## config.mk

```make
export PLATFORM = sky130hd
export DESIGN_NAME = fetch_sequencer
export DESIGN_NICKNAME = d
export VERILOG_FILES = /design/src/rtl/fetch_sequencer.sv
export SDC_FILE = /design/constraint.sdc
export NUM_CORES = 1
export LEC_CHECK = 0
export CORE_ASPECT_RATIO = 0.8
export CORE_MARGIN = 2
export CORE_UTILIZATION = 48
export CTS_CLUSTER_DIAMETER = 30
export DETAILED_ROUTE_END_ITERATION = 10
export PLACE_DENSITY = 0.78
export SLEW_MARGIN = 15
export SYNTH_ARGS = -nofsm -noshare
export SYNTH_HDL_FRONTEND = slang
export SYNTH_SLANG_ARGS = --single-unit
```

## constraint.sdc

```tcl
create_clock -name clk -period 1.9 [get_ports clk]
set_clock_uncertainty 0.2 [all_clocks]
set_input_delay 0.285 -clock clk [delete_from_list [all_inputs] [get_ports clk]]
set_output_delay 0.285 -clock clk [all_outputs]
set_load 0.05 [all_outputs]
```

## src/rtl/fetch_sequencer.sv

```systemverilog
// Instruction fetch sequencer: owns the program counter, drives the IRAM read port,
// waits out the read latency, then strobes the MBRU and flags the new instruction.
module fetch_sequencer #(
    parameter int                ADDR_W   = 8,
    parameter int                RAM_LAT  = 1,
    parameter logic [ADDR_W-1:0] RESET_PC = {ADDR_W{1'b0}}
) (
    input  logic              clk,
    input  logic              rst_n,
    input  logic              start,
    input  logic              halt,
    input  logic              fetch_req,
    input  logic              jump,
    input  logic [ADDR_W-1:0] jump_addr,
    output logic [ADDR_W-1:0] iram_addr,
    output logic              iram_en,
    output logic              mbru_fetch,
    output logic              ins_valid,
    output logic [ADDR_W-1:0] pc,
    output logic              busy,
    output logic              running
);

    localparam int                CNT_W    = (RAM_LAT > 1) ? $clog2(RAM_LAT) : 1;
    localparam logic [CNT_W-1:0]  CNT_ZERO = {CNT_W{1'b0}};
    localparam logic [CNT_W-1:0]  CNT_ONE  = CNT_W'(1);
    localparam logic [CNT_W-1:0]  CNT_LAST = CNT_W'(RAM_LAT - 1);
    localparam logic [ADDR_W-1:0] PC_ONE   = ADDR_W'(1);

    typedef enum logic [1:0] {
        ST_STOP  = 2'b00,
        ST_IDLE  = 2'b01,
        ST_READ  = 2'b10,
        ST_LATCH = 2'b11
    } state_t;

    state_t            state_r, state_s;
    logic [ADDR_W-1:0] pc_r, pc_s;
    logic [CNT_W-1:0]  cnt_r, cnt_s;
    logic              jump_pend_r, jump_pend_s;
    logic [ADDR_W-1:0] jump_addr_r, jump_addr_s;
    logic              halt_pend_r, halt_pend_s;
    logic              ins_valid_r, ins_valid_s;
    logic              iram_en_r, iram_en_s;
    logic              mbru_fetch_r, mbru_fetch_s;
    logic              busy_r, busy_s;
    logic              running_r, running_s;

    // Next-state, pc update and pending jump/halt capture.
    always_comb begin
        state_s     = state_r;
        pc_s        = pc_r;
        cnt_s       = cnt_r;
        jump_pend_s = jump_pend_r;
        jump_addr_s = jump_addr_r;
        halt_pend_s = halt_pend_r;
        ins_valid_s = 1'b0;

        case (state_r)
            ST_STOP: begin
                if (jump) begin
                    pc_s = jump_addr;
                end else begin
                    pc_s = pc_r;
                end
                if (start) begin
                    state_s = ST_READ;
                    cnt_s   = CNT_ZERO;
                end else begin
                    state_s = ST_STOP;
                end
            end
            ST_IDLE: begin
                if (jump) begin
                    pc_s = jump_addr;
                end else begin
                    pc_s = pc_r;
                end
                // halt has priority so a simultaneous request never starts a fetch
                if (halt) begin
                    state_s = ST_STOP;
                end else if (fetch_req) begin
                    state_s = ST_READ;
                    cnt_s   = CNT_ZERO;
                end else begin
                    state_s = ST_IDLE;
                end
            end
            ST_READ: begin
                if (jump) begin
                    jump_pend_s = 1'b1;
                    jump_addr_s = jump_addr;
                end else begin
                    jump_pend_s = jump_pend_r;
                end
                if (halt) begin
                    halt_pend_s = 1'b1;
                end else begin
                    halt_pend_s = halt_pend_r;
                end
                if (cnt_r == CNT_LAST) begin
                    state_s = ST_LATCH;
                    cnt_s   = CNT_ZERO;
                end else begin
                    state_s = ST_READ;
                    cnt_s   = cnt_r + CNT_ONE;
                end
            end
            ST_LATCH: begin
                ins_valid_s = 1'b1;
                // a jump seen this cycle is newer than one captured during READ
                if (jump) begin
                    pc_s = jump_addr;
                end else if (jump_pend_r) begin
                    pc_s = jump_addr_r;
                end else begin
                    pc_s = pc_r + PC_ONE;
                end
                if (halt_pend_r || halt) begin
                    state_s = ST_STOP;
                end else begin
                    state_s = ST_IDLE;
                end
                jump_pend_s = 1'b0;
                halt_pend_s = 1'b0;
            end
            default: begin
                state_s     = ST_STOP;
                jump_pend_s = 1'b0;
                halt_pend_s = 1'b0;
            end
        endcase
    end

    // Output decode from the next state so every output leaves a flop.
    always_comb begin
        iram_en_s    = 1'b0;
        mbru_fetch_s = 1'b0;
        busy_s       = 1'b0;
        running_s    = 1'b0;
        case (state_s)
            ST_STOP: begin
                running_s = 1'b0;
            end
            ST_IDLE: begin
                running_s = 1'b1;
            end
            ST_READ: begin
                iram_en_s = 1'b1;
                busy_s    = 1'b1;
                running_s = 1'b1;
            end
            ST_LATCH: begin
                mbru_fetch_s = 1'b1;
                busy_s       = 1'b1;
                running_s    = 1'b1;
            end
            default: begin
                running_s = 1'b0;
            end
        endcase
    end

    // State, pc and registered outputs; reset aborts any fetch in flight.
    always_ff @(posedge clk or negedge rst_n) begin
        if (!rst_n) begin
            state_r      <= ST_STOP;
            pc_r         <= RESET_PC;
            cnt_r        <= CNT_ZERO;
            jump_pend_r  <= 1'b0;
            jump_addr_r  <= {ADDR_W{1'b0}};
            halt_pend_r  <= 1'b0;
            ins_valid_r  <= 1'b0;
            iram_en_r    <= 1'b0;
            mbru_fetch_r <= 1'b0;
            busy_r       <= 1'b0;
            running_r    <= 1'b0;
        end else begin
            state_r      <= state_s;
            pc_r         <= pc_s;
            cnt_r        <= cnt_s;
            jump_pend_r  <= jump_pend_s;
            jump_addr_r  <= jump_addr_s;
            halt_pend_r  <= halt_pend_s;
            ins_valid_r  <= ins_valid_s;
            iram_en_r    <= iram_en_s;
            mbru_fetch_r <= mbru_fetch_s;
            busy_r       <= busy_s;
            running_r    <= running_s;
        end
    end

    assign iram_addr  = pc_r;
    assign pc         = pc_r;
    assign iram_en    = iram_en_r;
    assign mbru_fetch = mbru_fetch_r;
    assign ins_valid  = ins_valid_r;
    assign busy       = busy_r;
    assign running    = running_r;

endmodule

```

==> results by group <==
Run status
  – Status: completed

CTS
  – Postcts setup bufs: 0
  – Cts-stage hold buffer count: 0
  – Clock H-tree levels: 1
  – Worst-path clk slew: 0.14 ns
  – Post-CTS resize count: 0
  – CTS max path bufs: 2
  – CTS Buf Count: 3
  – Clk root buf: clkbuf_4
  – Clock Latency Late Sink: 0.32 ns
  – TritonCTS clock tree: yes
  – Total clock sinks: 25

STA
  – FMAX: between 500 and 600 MHz
  – Tightest Pin Transition: 0.435 ns
  – WHS: about 0.11 ns
  – Total negative setup slack: 0 ns
  – Final setup vio count: 0
  – RSZ-0062 raised after global routing: no
  – Slew Limit Headroom: 70.9%
  – Final min period: 1.78 ns
  – Pins over their slew limit: 0
  – Final Hold Vio Count: 0
  – Period utilization: between 90% and 100%

Setup path
  – CP Data Required Time: just under 2 ns
  – Critical Path Sink Type: flop
  – WP data arrival: 1.83 ns
  – Worst-path fanout max: 12
  – Startpoint Class: flop
  – CP Class: reg -> reg

Finish
  – Most frequent cells in the layout: dfrtp_1 (25), buf_4 (21), clkdlybuf4s50_1 (13), mux2_2 (11), nor2_1 (10)
  – Area growth, synth to finish: 30.4%
  – Most common cell after layout, fill and taps aside: dfrtp_1
  – Final nets: 180
  – Number of antenna diodes: 0
  – Filler Cell Count: 221
  – Layout cells sized above 1: roughly 30%
  – Finished Cell Area: about 0.0018 sq mm

Synth
  – Post-Syn Instances: 134
  – Post-synth EDFFs: 0
  – Seq cells post-synth: 25
  – Top_reg_cell synth: dfrtp_1
  – Top cells by area, synth: dfrtp_1 (45%), mux2_2 (8.9%), buf_4 (5.4%)
  – Share of the synthesized area in the top cell type: 44.9%
  – Warnings from Yosys: 0
  – Synthesized cell area: ~0.0014 sq mm
  – Seq/Total Area, Yosys: ~45%
  – Fraction of registers with async set/reset: 100%
  – Avg Synthesized Cell Area: around 10 sq um
  – Distinct cells, synth: 38
  – Syn nets: approximately 150
  – Synth area leader: dfrtp_1

Min path
  – Hold WC Path Type: in -> async

Drt
  – Initial DRC Count: 60
  – Wl on met1: between 1000 and 1500 um
  – Met2 wire length: 1550 um
  – Detail Route met3 WL: around 230 um
  – WL/cell: roughly 15 um
  – Antenna-violating nets left: 0
  – Avg Vias per Cell: approximately 5.6
  – Max layer used: met4
  – Pre-antenna DRT Iters: 7
  – Via count: 1133
  – Post-route DRC: 0
  – Routed wire length: between 3000 and 4000 um

Job
  – Maxcap violations: 0

Global routing
  – Grt ovf: 0
  – Tot GR Track Use: a little over a fifth
  – Vias in the first global route: approximately 1100
  – Largest net degree at the start of global routing: 26
  – First-pass GRT wire length: slightly above 5000 um
  – Initial antenna violation count: 0

Place
  – IO Port Bufs: 34
  – Placer Congestion: a little over 0.8
  – Cell Area, Placed: 0.00179 sq mm
  – HPWL Detailed: about 2400 um

Floorplan
  – Row count: 17
  – Die Y: around 52 um
  – Die area: approximately 0.0034 sq mm
  – Die W: about 64 um
  – Initial Utilization: 50.4%
  – Core Area: approximately 0.0028 sq mm
  – # IOs: 35
-- synth_stat cells, drive strengths merged, types with 3 or more instances --
cell and n:
nand2b 3, dfrtp 25, clkbuf 3, o21ai 5, a221oi 3, nand2 7
nand3 7, a21oi 4, mux2 11, mux2i 6, o311ai 4, inv 4
nor2 10, buf 14
-- path summary, 6_finish.rpt --
path,from,end,slack [ns],cells past startpoint
setup reg to reg,state_r[0]$_DFF_PN0_,iram_addr[5]$_DFFE_PN0P_,0.12,4
hold / removal,rst_n,iram_addr[3]$_DFFE_PN0P_,0.11,2
setup / recovery,state_r[0]$_DFF_PN0_,iram_addr[5]$_DFFE_PN0P_,0.12,4
max in group asynchronous,rst_n,iram_addr[6]$_DFFE_PN0P_,1.15,2
hold reg to reg,jump_addr_r[5]$_DFFE_PN0P_,jump_addr_r[5]$_DFFE_PN0P_,0.31,1
min in group clk,jump_addr_r[5]$_DFFE_PN0P_,jump_addr_r[5]$_DFFE_PN0P_,0.31,1
-- critical path: stages (launching register included) --
cell      delay, ns
dfrtp_1        0.62
nand2_2        0.15
nor2_1         0.37
o311ai_0       0.22
o211ai_1       0.14
-- cells by family after synthesis --
logic type      Yosys count  synth area share, %
compound gates           30                 15.6
xor+xnor                  4                 2.51
fa+ha+maj                 1                0.898
buf+inv                  21                 9.60
flops                    25                 44.9
mux                      17                 13.2
simple gates             36                 13.3
-- metal layers --
metal / global-route usage (%) / vias to the layer above
met4: 8.16 / 0
met5: 0 / -
met1: 24.7 / 536
li1: - / 541
met2: 36.6 / 52
met3: 5.38 / 4
-- cell type report --
cell class	count	area [sq um]	share of cell area [%]
multi-input combinational	88	634	34.9
timing repair buffer	43	468	25.7
inverter	4	15.0	0.826
tap	38	47.5	2.62
clock inverter	1	5.00	0.275
clock buffer	3	22.5	1.24
sequential	25	626	34.4
-- sequential cells by signal, indices dropped and copies added, names as in the netlist --
register	flops
mbru_fetch	1
iram_addr	8
busy	1
jump_addr_r	8
running	1
iram_en	1
halt_pend_r	1
jump_pend_r	1
ins_valid	1
state_r	2
-- metrics by stage --
step	cells	worst slack [ns]	utilization [%]
final	202	0.118	65.7
after global routing	202	0.0612	65.7
after CTS	202	0.144	65.7
after detailed placement	198	-0.0797	64.8
after global placement	198	0.00612	64.8
after floorplan	134	0.00615	-
Power is not shown: default switching activity piles up to over one toggle a cycle in this logic, so the estimate is an artifact.
